[src/rtl/map_background_writer.sv]
// Rectangle-fill engine: clips a rectangle to the square map and streams one
// palette-index write per unstalled cycle, row-major, into the background index RAM.
module map_background_writer #(
    parameter int unsigned MAP_BITS = 8,
    parameter int unsigned IDX_W    = 4
) (
    input  logic                  vga_clk,
    input  logic                  reset_n,
    input  logic                  cmd_valid,
    output logic                  cmd_ready,
    input  logic [MAP_BITS-1:0]   cmd_x0,
    input  logic [MAP_BITS-1:0]   cmd_y0,
    input  logic [MAP_BITS:0]     cmd_w,
    input  logic [MAP_BITS:0]     cmd_h,
    input  logic [IDX_W-1:0]      cmd_index,
    input  logic                  wr_stall,
    output logic                  wr_en,
    output logic [2*MAP_BITS-1:0] wr_addr,
    output logic [IDX_W-1:0]      wr_data,
    output logic                  busy,
    output logic                  done
);

    localparam int unsigned SZ_W = MAP_BITS + 1;
    localparam logic [SZ_W-1:0] MAP_SIZE = {1'b1, {MAP_BITS{1'b0}}};

    typedef enum logic [1:0] {
        ST_IDLE = 2'd0,
        ST_FILL = 2'd1,
        ST_DONE = 2'd2
    } state_e;

    state_e              state_q, state_d;
    logic [MAP_BITS-1:0] cur_x_q, cur_x_d;
    logic [MAP_BITS-1:0] cur_y_q, cur_y_d;
    logic [MAP_BITS-1:0] x_start_q, x_start_d;
    logic [MAP_BITS-1:0] x_last_q, x_last_d;
    logic [MAP_BITS-1:0] y_last_q, y_last_d;
    logic [IDX_W-1:0]    index_q, index_d;

    logic [SZ_W-1:0]     rem_x_c, rem_y_c;
    logic [SZ_W-1:0]     w_eff_c, h_eff_c;
    logic [MAP_BITS-1:0] x_last_c, y_last_c;

    // Clip the incoming command to the map; the last column/row never wraps past the edge.
    always_comb begin
        rem_x_c  = MAP_SIZE - {1'b0, cmd_x0};
        rem_y_c  = MAP_SIZE - {1'b0, cmd_y0};
        w_eff_c  = (cmd_w < rem_x_c) ? cmd_w : rem_x_c;
        h_eff_c  = (cmd_h < rem_y_c) ? cmd_h : rem_y_c;
        x_last_c = MAP_BITS'({1'b0, cmd_x0} + w_eff_c - SZ_W'(1));
        y_last_c = MAP_BITS'({1'b0, cmd_y0} + h_eff_c - SZ_W'(1));
    end

    always_ff @(posedge vga_clk) begin
        if (!reset_n) begin
            state_q   <= ST_IDLE;
            cur_x_q   <= '0;
            cur_y_q   <= '0;
            x_start_q <= '0;
            x_last_q  <= '0;
            y_last_q  <= '0;
            index_q   <= '0;
        end else begin
            state_q   <= state_d;
            cur_x_q   <= cur_x_d;
            cur_y_q   <= cur_y_d;
            x_start_q <= x_start_d;
            x_last_q  <= x_last_d;
            y_last_q  <= y_last_d;
            index_q   <= index_d;
        end
    end

    // Next state and outputs; outputs depend only on state registers and wr_stall.
    always_comb begin
        state_d   = state_q;
        cur_x_d   = cur_x_q;
        cur_y_d   = cur_y_q;
        x_start_d = x_start_q;
        x_last_d  = x_last_q;
        y_last_d  = y_last_q;
        index_d   = index_q;
        cmd_ready = 1'b0;
        busy      = 1'b0;
        done      = 1'b0;
        wr_en     = 1'b0;
        wr_addr   = '0;
        wr_data   = '0;

        case (state_q)
            ST_IDLE: begin
                cmd_ready = 1'b1;
                if (cmd_valid) begin
                    index_d   = cmd_index;
                    cur_x_d   = cmd_x0;
                    cur_y_d   = cmd_y0;
                    x_start_d = cmd_x0;
                    x_last_d  = x_last_c;
                    y_last_d  = y_last_c;
                    if ((w_eff_c == '0) || (h_eff_c == '0)) begin
                        state_d = ST_DONE;
                    end else begin
                        state_d = ST_FILL;
                    end
                end
            end
            ST_FILL: begin
                busy    = 1'b1;
                wr_en   = !wr_stall;
                wr_addr = {cur_y_q, cur_x_q};
                wr_data = index_q;
                if (!wr_stall) begin
                    if (cur_x_q != x_last_q) begin
                        cur_x_d = cur_x_q + MAP_BITS'(1);
                    end else if (cur_y_q != y_last_q) begin
                        cur_x_d = x_start_q;
                        cur_y_d = cur_y_q + MAP_BITS'(1);
                    end else begin
                        state_d = ST_DONE;
                    end
                end
            end
            ST_DONE: begin
                busy    = 1'b1;
                done    = 1'b1;
                state_d = ST_IDLE;
            end
            default: begin
                state_d = ST_IDLE;
            end
        endcase
    end

endmodule
[config.mk]
export PLATFORM = sky130hd
export DESIGN_NAME = map_background_writer
export DESIGN_NICKNAME = d
export VERILOG_FILES = /design/src/rtl/map_background_writer.sv
export SDC_FILE = /design/constraint.sdc
export NUM_CORES = 1
export LEC_CHECK = 0
export CORE_MARGIN = 1
export CORE_UTILIZATION = 40
export DETAILED_ROUTE_END_ITERATION = 7
export HOLD_SLACK_MARGIN = 0.12
export PLACE_DENSITY = 0.7
export SLEW_MARGIN = 0
export SYNTH_ARGS = -nofsm -noshare
export SYNTH_HDL_FRONTEND = slang
export SYNTH_SLANG_ARGS = --single-unit
[constraint.sdc]
create_clock -name vga_clk -period 8.1 [get_ports vga_clk]
set_input_delay 2.025 -clock vga_clk [delete_from_list [all_inputs] [get_ports vga_clk]]
set_output_delay 2.025 -clock vga_clk [all_outputs]
set_load 0.02 [all_outputs]
==> qor.yml, run 1 <==
yosys:
  synth_ff_type: "dfxtp_1"
  yosysSeqAreaShare: 0.2178
  synthMuxAreaShare: 0.04586
  yosysTopAreaCell: "dfxtp_1"
  synthSimpleGateAreaFrac: 0.2183
  synthXorXnorAreaFrac: 0.1038
  syn_inst: 568
  avgSynthCellArea_um2: 7.446
  synth_area_leaders: "dfxtp_1 (22%), ha_1 (13%), a21oi_1 (6.3%), nand2_1 (5.9%), xnor2_1 (5.6%)"
  ys_types: 57
  yosysWarnings: 0
  synth_fp_nets: 655
  async_flop_share: 0
  synth_top_family_by_area: "simple AND/OR/NAND/NOR gates"
  synth-edff-count: 0
  netlist_area_mm2: 0.004229
  synth_compound_area_frac: 0.1899
  synthAdderAreaFrac: 0.1391
  synth_top_cell_area_share: 0.2178
  ys_ff_latch: 46
grt:
  grt_pass1_vias: 3857
  grt_pass1_wl_um: 17970
  antenna_found_initial: 0
  grt_max_degree: 46
  track_usage: 0.1970
  grt_overflow_total: 0
sta:
  setup_violations: 0
  hold_viol: 0
  rsz0062_at_grt: "no"
  worst_slew_pin_slew_ns: 1.193
  max-slew-margin-rel: 0.2048
  setup_tns_ns: 0
  final_max_slew_viol_count: 0
  period_share: 0.9240
  max_freq_mhz: 133.6
  fin_worst_skew_ns: 0.01465
  fin_crit_ns: 7.485
clock_network:
  htreeDepth: 2
  cts_resized: 0
  cts_root_buf: "clkbuf_8"
  clock_path_buffers: 2
  clkLatencyLatePin_ns: 0.30
  cts_tree: "built"
  ctsHoldBuffers: 0
  clkSinkCount: 46
  post_cts.repair.setup_buffers: 0
  path_clk_slew_ns: 0.09
  cts_made_buffers: 5
die:
  io_pins: 66
  initial_core_util: 0.4115
  die_area_mm2: 0.01099
  core_mm2: 0.01028
  core.rowCount: 37
  dieHeight_um: 104.8
  die_w_um: 104.8
route:
  drtPass1Iterations: 7
  routedWlPerCell_um: 14.29
  vias: 4037
  vias_per_cell: 5.390
  drt_wl_total_um: 10700
  drc: 0
  drtIter0Drc: 240
  drtAntennaViolNets: 0
flow_run:
  max_cap_viol_count: 0
power:
  p_int_uw: 655.7
  p_switching_uw: 560.3
  power_density_mw_per_mm2: 242.0
  switching_share: 0.4607
  pwr-share-clk: 0.114
  power.leakage_uw: 0.002181
  vdd_drop_max_mv: 0.1101
  p_comb_frac: 0.583
  seqPwrFrac: 0.302
setup_path:
  end_kind: "register"
  crit_path_top_delay_cell: "a211o_1"
  critPathBufInv: 3
  max_stage_delay_ns: 0.51
  cp_max_fo: 16
  crit_arrival_ns: 7.63
  path_delay_family: "compound AO/OA/AOI/OAI gates"
  cp.depth: 23
  rr_worst_depth: 8
  setup.worst_path.class: "in -> reg"
  worstPathCellList: "clkdlybuf4s50_1 -> inv_1 -> ha_1 -> or4b_1 -> nor2_1 -> nand2_1 -> ha_1 -> a21oi_1 -> o311ai_1 -> a2111oi_0 -> a211o_1 -> a21oi_1 -> ha_1 -> inv_1 -> ha_1 -> fa_1 -> a21o_1 -> a21o_1 -> a21o_1 -> a21oi_1 -> xnor2_1 -> xnor2_1 -> a21oi_1"
  r2r_setup_slack_ns: 5.20
  crit_required_ns: 8.24
  worstSetupStartpointType: "input port"
final_layout:
  layout-drive-gt1-share: 0.03100
  n_antenna_cell: 0
  area_delta_synth_final_pct: 18.82
  final_util: 0.4889
  final_cell_mix: "nand2_1 (66), clkdlybuf4s50_1 (65), inv_1 (62)"
  fin_cells: 749
  final_common_cell: "nand2_1"
  nets: 700
status:
  status: "complete, no violations"
place:
  port_buffers: 65
  place_inst: 742
  hpwlAfterDp_um: 8294
  place_congestion: 0.8914
min_path:
  holdCritPathClass: "reg -> reg"
  min_delay_path_depth: 2
-- cell usage after synthesis, types with 2 or more instances --
library cell,number
a211oi_1,8
a21o_1,14
a21oi_1,53
a31oi_1,8
and2_1,22
and3_1,3
buf_1,4
buf_2,3
clkbuf_1,20
dfxtp_1,46
fa_1,2
ha_1,43
inv_1,62
mux2_2,3
mux2i_1,16
nand2_1,66
nand2b_1,3
nand3_1,14
nand4_1,4
nor2_1,47
nor2b_1,3
nor3_1,12
nor4_1,7
o211ai_1,7
o21ai_0,13
o22ai_1,7
o31a_1,2
or3_1,2
or4_1,2
xnor2_1,27
xnor3_1,2
xor2_1,18
-- path summary, 6_finish.rpt --
| path | startpoint | to |
|---|---|---|
| worst max register to register | cur_x_q[1] | cur_x_q[7] |
| worst min-delay path | index_q[1] | index_q[1] |
| worst max-delay path | cmd_y0[0] | y_last_q[7] |
| worst min register to register | index_q[1] | index_q[1] |
-- kinds of logic after synthesis --
family,Yosys count
AOI/OAI and AO/OA,127
adders and majority gates,46
muxes,19
xor gates and xnor gates,47
DFF,46
buffers and inverters,92
and+or+nand+nor,191
-- flip-flops by register name, summed over array words and instances (netlist names) --
signal	flops
cur_x_q	8
x_last_q	8
cur_y_q	8
x_start_q	8
y_last_q	8
index_q	4
state_q	2
-- worst reg2reg max path, delay by kind of cell (launching register included) --
kind / cells / cell delay [ns]
DFF: 1 / 0.49
and+or+nand+nor: 2 / 0.53
AOI/OAI and AO/OA: 4 / 1.42
buffers and inverters: 1 / 0.16
xor gates and xnor gates: 1 / 0.19
-- layout make-up --
cell class / count / area (um2)
Clock inverter: 2 / 15.01
Fill cell: 1020 / 5253
Timing Repair Buffer: 67 / 665.6
Inverter: 63 / 236.5
Multi-Input combinational cell: 430 / 2948
Clock buffer: 5 / 68.82
Tap cell: 136 / 170.2
Sequential cell: 46 / 920.9
-- power groups by stage --
stage                     registers, uW  clock network (uW)  logic [uW]
after floorplan                     342                   0         541
after global placement              370                   0         685
after detailed placement            372                   0         707
after CTS                           366                 143         712
after global routing                374                 152         799
final                               367                 139         709
-- metrics by stage --
stage	setup slack, ns	hold slack (ns)	cell area, um2	power (uW)
3_3_place_gp	0.6936	0.4394	4941	1055
3_5_place_dp	0.3886	0.4420	4941	1079
5_1_grt	0.3298	0.4782	5025	1326
6_report	0.6152	0.4537	5025	1216
2_1_floorplan	1.526	0.4317	4229	882.7
4_1_cts	0.6929	0.4552	5025	1221
-- metal layers --
| metal | vias to the layer above | part of all wire | global-route usage | routed length [um] |
|---|---|---|---|---|
| li1 | 2029 | - | - | - |
| met1 | 1872 | 0.46 | 0.2488 | 4880 |
| met2 | 112 | 0.49 | 0.3548 | 5256 |
| met3 | 24 | 0.034 | 0.01809 | 363 |
| met4 | 0 | 0.019 | 0.05533 | 202 |
| met5 | - | 0 | 0 | 0 |
Power figures use the tool's default switching activity.
==> run 2: changes to the inputs <==
--- a/config.mk
+++ b/config.mk
@@ -10,6 +10,7 @@
 export DETAILED_ROUTE_END_ITERATION = 7
 export HOLD_SLACK_MARGIN = 0.12
 export PLACE_DENSITY = 0.7
+export RECOVER_POWER = 100
 export SLEW_MARGIN = 0
 export SYNTH_ARGS = -nofsm -noshare
 export SYNTH_HDL_FRONTEND = slang
==> run 2 against run 1 <==
Compared with the run above:
- the flow now finishes with violations (max-capacitance violations, max-slew violations)
- worst hold slack about the same
- worst setup slack lost 0.13 ns
- count of clock-buffer cells in the layout unchanged
- cell area shrank 0.45%
- clock power barely moved
- via count up 0.12%
- non-clock buffer count is the same
==> qor.yml, run 2 (same netlist as run 1, synthesis figures left out) <==
die:
  die_area_mm2: 0.01099  # unchanged
  dieHeight_um: 104.8  # unchanged
  core.rowCount: 37  # unchanged
  die_w_um: 104.8  # unchanged
  io_pins: 66  # unchanged
  core_mm2: 0.01028  # unchanged
  initial_core_util: 0.4115  # unchanged
route:
  drt_wl_total_um: 10710  # was 10,700 um
  vias: 4042  # was 4,037
  routedWlPerCell_um: 14.30  # was 14.29 um
  drtIter0Drc: 256  # was 240
  drtPass1Iterations: 7  # unchanged
  vias_per_cell: 5.397  # was 5.390
  drtAntennaViolNets: 0  # unchanged
  drc: 0  # unchanged
setup_path:
  end_kind: "register"  # unchanged
  worstSetupStartpointType: "input port"  # unchanged
  setup.worst_path.class: "in -> reg"  # unchanged
  r2r_setup_slack_ns: 4.44  # was 5.20 ns
  endpoint: "y_last_q[7]"  # unchanged
  startpoint: "cmd_y0[0]"  # unchanged
  crit_required_ns: 8.24  # about the same
  crit-reg2reg-capture: "cur_x_q[7]"  # unchanged
  rr_worst_depth: 7  # was 8
  cp_max_fo: 16  # unchanged
  crit_arrival_ns: 7.76  # was 7.63 ns
  worstReg2RegStart: "state_q[1]"  # was cur_x_q[1]
grt:
  grt_overflow_total: 0  # unchanged
  grt_pass1_wl_um: 17970  # unchanged
  antenna_found_initial: 0  # unchanged
  track_usage: 0.1970  # unchanged
  grt_pass1_vias: 3857  # unchanged
  grt_max_degree: 46  # unchanged
power:
  power_density_mw_per_mm2: 241.4  # was 242.0 mW/mm2
  finalPower_uw: 1208  # was 1216 uW
  vdd_drop_max_mv: 0.1073  # was 0.1101 mV
  power.leakage_uw: 0.002194  # was 0.002181 uW
final_layout:
  area_delta_synth_final_pct: 18.28  # was 18.82%
  fin_cells: 749  # unchanged
  n_antenna_cell: 0  # unchanged
  final_cell_mix: "nand2_1 (66), inv_1 (62), a21oi_1 (53)"  # was nand2_1 (66), clkdlybuf4s50_1 (65), inv_1 (62)
  final_common_cell: "nand2_1"  # unchanged
  nFillCells: 1023  # was 1,020
  layout-drive-gt1-share: 0.02447  # was 0.03100
  final_util: 0.4867  # was 0.4889
  nets: 700  # unchanged
clock_network:
  cts_tree: "built"  # unchanged
  post_cts.repair.setup_buffers: 0  # unchanged
  clock_path_buffers: 2  # unchanged
  cts_root_buf: "clkbuf_8"  # unchanged
  ctsHoldBuffers: 0  # unchanged
  htreeDepth: 2  # unchanged
  cts_resized: 0  # unchanged
  clkLatencyLatePin_ns: 0.30  # about the same
  path_clk_slew_ns: 0.09  # about the same
  clkSinkCount: 46  # unchanged
  cts_made_buffers: 5  # unchanged
sta:
  hold_viol: 0  # unchanged
  max-slew-margin-rel: -0.2467  # was 0.2048
  worst_slew_pin_slew_ns: 1.870  # was 1.193 ns
  period_share: 0.9403  # was 0.9240
  fin_crit_ns: 7.617  # was 7.485 ns
  final_max_slew_viol_count: 46  # was 0
  fin_worst_skew_ns: 0.01420  # was 0.01465 ns
  max_freq_mhz: 131.3  # was 133.6 MHz
  setup_tns_ns: 0  # unchanged
  setup_violations: 0  # unchanged
  rsz0062_at_grt: "no"  # unchanged
status:
  status: "complete, but fails checks"  # was complete, no violations
  violations: "max-capacitance violations, max-slew violations"
place:
  hpwlAfterDp_um: 8294  # unchanged
  port_buffers: 65  # unchanged
  place_inst: 742  # unchanged
  place_congestion: 0.8914  # unchanged
min_path:
  holdCritPathClass: "reg -> reg"  # unchanged
flow_run:
  max_cap_viol_count: 1  # was 0
-- run 2: cell count changes in the layout (fill, tap and decap cells not counted), sizes merged --
cell	change
clkbuf	+1
dlygate4sd3	+17
clkdlybuf4s50	-17
buf	-1
-- run 2: final cells by class --
type                       instances  area (um2)  share of cell area
clock inverter                     2       15.01            0.003001
tap                              136       170.2             0.03402
timing repair buffer              67       661.9              0.1323
sequential                        46       920.9              0.1841
multi-input combinational        430        2929              0.5855
clock buffer                       5       68.82             0.01376
inverter                          63       236.5             0.04727
-- run 2: through the flow --
stage	cell area (um2)	hold WS (ns)	setup slack (ns)
after floorplan	4229	0.4317	1.526
after global placement	4941	0.4394	0.6936
after detailed placement	4941	0.4420	0.3886
after CTS	5025	0.4552	0.6929
after global routing	5002	0.4793	0.1815
final	5002	0.4540	0.4833
-- run 2: worst min-delay path by stage --
stage                          start         end  depth (start not counted)
after floorplan           index_q[0]  index_q[0]                          2
after global placement    index_q[3]  index_q[3]                          2
after detailed placement  index_q[1]  index_q[1]                          2
after CTS                 index_q[1]  index_q[1]                          2
after global routing      index_q[0]  index_q[0]                          2
final                     index_q[1]  index_q[1]                          2
-- run 2: metal layers --
metal  global-route usage  up-vias  routed length (um)
li1                     -     2036                   -
met1               0.2488     1886                4843
met2               0.3548      102                5278
met3              0.01809       18                 411
met4              0.05533        0                 178
met5                    0        -                   0
-- run 2: power breakdown --
group	switching [uW]	leakage, uW	internal (uW)
Sequential	75.6	0.000378	292
Clock	79.8	0.0000362	59.1
Combinational	405	0.00178	296
Total	560	0.00219	648
-- run 2: critical path: stages --
cell and delay, ns:
dlygate4sd3_1 0.62, inv_1 0.17, ha_1 0.22, or4b_1 0.50
nor2_1 0.24, nand2_1 0.08, ha_1 0.29, a21oi_1 0.18
o311ai_0 0.19, a2111oi_0 0.49, a211o_1 0.51, a21oi_1 0.17
ha_1 0.31, inv_1 0.04, ha_1 0.21, fa_1 0.41
a21o_1 0.20, a21o_1 0.20, a21o_1 0.18, a21oi_1 0.17
xnor2_1 0.15, xnor2_1 0.13, a21oi_1 0.07
==> run 3: changes to the inputs <==
--- a/config.mk
+++ b/config.mk
@@ -8,9 +8,11 @@
 export CORE_MARGIN = 1
 export CORE_UTILIZATION = 40
 export DETAILED_ROUTE_END_ITERATION = 7
+export DONT_BUFFER_PORTS = 1
 export HOLD_SLACK_MARGIN = 0.12
-export PLACE_DENSITY = 0.7
+export PLACE_DENSITY_LB_ADDON = 0.12
 export RECOVER_POWER = 100
+export SKIP_LAST_GASP = 1
 export SLEW_MARGIN = 0
 export SYNTH_ARGS = -nofsm -noshare
 export SYNTH_HDL_FRONTEND = slang
==> run 3 against run 2 <==
Compared with the run above:
- the run still ends with max-capacitance violations, max-slew violations left
- fmax up 5.9%
- total power down 4.8%
- clock power barely moved
- critical path type unchanged
- critical endpoint is now x_last_q[7]
- register-to-register slack better by 0.10 ns
- largest power group unchanged
- critical path depth decreased by 2
==> qor.yml, run 3 (same netlist as run 1, synthesis figures left out) <==
status:
  status: "complete, but fails checks"  # unchanged
  violations: "max-capacitance violations, max-slew violations"  # unchanged
grt:
  grt_pass1_vias: 3717  # was 3,857
  antenna_found_initial: 0  # unchanged
  track_usage: 0.2046  # was 0.1970
  grt_pass1_wl_um: 17980  # was 17,970 um
  grt_overflow_total: 0  # unchanged
  grt_max_degree: 46  # unchanged
setup_path:
  rr_worst_depth: 8  # was 7
  worstReg2RegStart: "state_q[1]"  # unchanged
  setup.worst_path.class: "in -> reg"  # unchanged
  cp_max_fo: 10  # was 16
  startpoint: "cmd_x0[0]"  # was cmd_y0[0]
  path_delay_family: "compound AO/OA/AOI/OAI gates"  # unchanged
  crit_top_cell: "ha_1"
  worstSetupStartpointType: "input port"  # unchanged
  r2r_setup_slack_ns: 4.54  # was 4.44 ns
  critPathBufInv: 2  # was 3
  crit-reg2reg-capture: "cur_y_q[7]"  # was cur_x_q[7]
  crit_required_ns: 8.28  # was 8.24 ns
  crit_arrival_ns: 7.37  # was 7.76 ns
  worstPathCellList: "inv_1 -> ha_1 -> or3b_4 -> nor3_4 -> nand2_1 -> ha_1 -> nand2_1 -> or3_1 -> o21ai_0 -> mux2_2 -> ha_1 -> inv_1 -> ha_1 -> nor2b_1 -> o21ai_0 -> nand2b_1 -> a21o_1 -> a21oi_1 -> xnor2_1 -> xnor2_1 -> a21oi_1"  # was dlygate4sd3_1 -> inv_1 -> ha_1 -> or4b_1 -> nor2_1 -> nand2_1 -> ha_1 -> a21oi_1 -> o311ai_0 -> a2111oi_0 -> a211o_1 -> a21oi_1 -> ha_1 -> inv_1 -> ha_1 -> fa_1 -> a21o_1 -> a21o_1 -> a21o_1 -> a21oi_1 -> xnor2_1 -> xnor2_1 -> a21oi_1
  endpoint: "x_last_q[7]"  # was y_last_q[7]
  end_kind: "register"  # unchanged
  cp.depth: 21  # was 23
  crit_path_top_delay_cell: "o21ai_0"  # was dlygate4sd3_1
  max_stage_delay_ns: 1.24  # was 0.62 ns
clock_network:
  ctsHoldBuffers: 0  # unchanged
  cts_tree: "built"  # unchanged
  cts_root_buf: "clkbuf_8"  # unchanged
  htreeDepth: 2  # unchanged
  post_cts.repair.setup_buffers: 0  # unchanged
  clkLatencyLatePin_ns: 0.30  # about the same
  path_clk_slew_ns: 0.09  # about the same
  clock_path_buffers: 2  # unchanged
  clkSinkCount: 46  # unchanged
  cts_resized: 0  # unchanged
  cts_made_buffers: 5  # unchanged
route:
  drtIter0Drc: 121  # was 256
  drtPass1Iterations: 4  # was 7
  vias: 3703  # was 4,042
  drtAntennaViolNets: 0  # unchanged
  routedWlPerCell_um: 15.94  # was 14.30 um
  drt_wl_total_um: 10920  # was 10,710 um
  drc: 0  # unchanged
  vias_per_cell: 5.406  # was 5.397
final_layout:
  area_delta_synth_final_pct: 2.959  # was 18.28%
  n_antenna_cell: 0  # unchanged
  fin_cells: 685  # was 749
  final_cell_mix: "nand2_1 (66), inv_1 (62), a21oi_1 (53)"  # unchanged
  layout-drive-gt1-share: 0.02732  # was 0.02447
  final_common_cell: "nand2_1"  # unchanged
  nets: 636  # was 700
die:
  core_mm2: 0.01028  # unchanged
  dieHeight_um: 104.8  # unchanged
  io_pins: 66  # unchanged
  die_w_um: 104.8  # unchanged
  core.rowCount: 37  # unchanged
  initial_core_util: 0.4115  # unchanged
  die_area_mm2: 0.01099  # unchanged
sta:
  layout_setup_ws_ns: 0.9079  # was 0.4833 ns
  setup_violations: 0  # unchanged
  max-slew-margin-rel: -0.3018  # was -0.2467
  period_share: 0.8879  # was 0.9403
  setup_tns_ns: 0  # unchanged
  final_max_slew_viol_count: 57  # was 46
  fin_worst_skew_ns: 0.004357  # was 0.01420 ns
  max_freq_mhz: 139.0  # was 131.3 MHz
  worst_slew_pin_slew_ns: 1.953  # was 1.870 ns
  hold_viol: 0  # unchanged
  fin_crit_ns: 7.192  # was 7.617 ns
  rsz0062_at_grt: "no"  # unchanged
power:
  power.leakage_uw: 0.001914  # was 0.002194 uW
  power_density_mw_per_mm2: 264.1  # was 241.4 mW/mm2
  vdd_drop_max_mv: 0.1232  # was 0.1073 mV
min_path:
  holdCritPathClass: "reg -> reg"  # unchanged
place:
  dp_slack_ns: 1.025  # was 0.3886 ns
  port_buffers: 0  # was 65
  hpwlAfterDp_um: 8396  # was 8294 um
  place_inst: 678  # was 742
  place_congestion: 0.8440  # was 0.8914
flow_run:
  max_cap_viol_count: 2  # was 1
[run 3: stage by stage]
step	hold WS, ns	instance area, um2	utilization	total power, uW
after floorplan	0.4317	4229	-	882.7
after global placement	0.4390	4298	0.4182	1012
after detailed placement	0.4430	4298	0.4182	1022
after CTS	0.4560	4378	0.4260	1166
after global routing	0.4800	4354	0.4237	1257
final	0.4568	4354	0.4237	1150
[run 3: how the worst min path moves through the flow]
stage	start	endpoint	slack, ns	cells past startpoint
2_1_floorplan	index_q[0]	index_q[0]	0.43	2
3_3_place_gp	index_q[3]	index_q[3]	0.44	2
3_5_place_dp	index_q[3]	index_q[3]	0.44	2
4_1_cts	index_q[3]	index_q[3]	0.46	2
5_1_grt	x_start_q[0]	x_start_q[0]	0.48	2
6_report	index_q[1]	index_q[1]	0.46	2
[run 3: layout make-up]
cell class / instances / area, um2
fillers: 1070 / 5923
well taps: 136 / 170.2
repair buffers: 3 / 15.01
flip-flops and latches: 46 / 920.9
clock inverters: 1 / 7.507
multi-input cells: 430 / 2932
inverters: 63 / 236.5
clock buffers: 6 / 72.57
[run 3: power by group]
| part | switching, uW | internal (uW) | leakage, uW |
|---|---|---|---|
| registers | 74.1 | 292 | 0.000378 |
| logic | 389 | 253 | 0.00150 |
| clock network | 82.6 | 59.5 | 0.0000373 |
[run 3: worst min-delay path: cells and delay by family, from the launching register on]
kind,cells,cell delay [ns]
compound gates,1,0.05
flops,1,0.31
simple gates,1,0.05
[run 3: per-layer routing]
| layer | track usage | vias to the layer above | part of all wire |
|---|---|---|---|
| li1 | - | 1898 | - |
| met3 | 0.03369 | 25 | 0.050 |
| met1 | 0.2267 | 1692 | 0.41 |
| met2 | 0.3846 | 88 | 0.50 |
| met5 | 0 | - | 0 |
| met4 | 0.08249 | 0 | 0.035 |
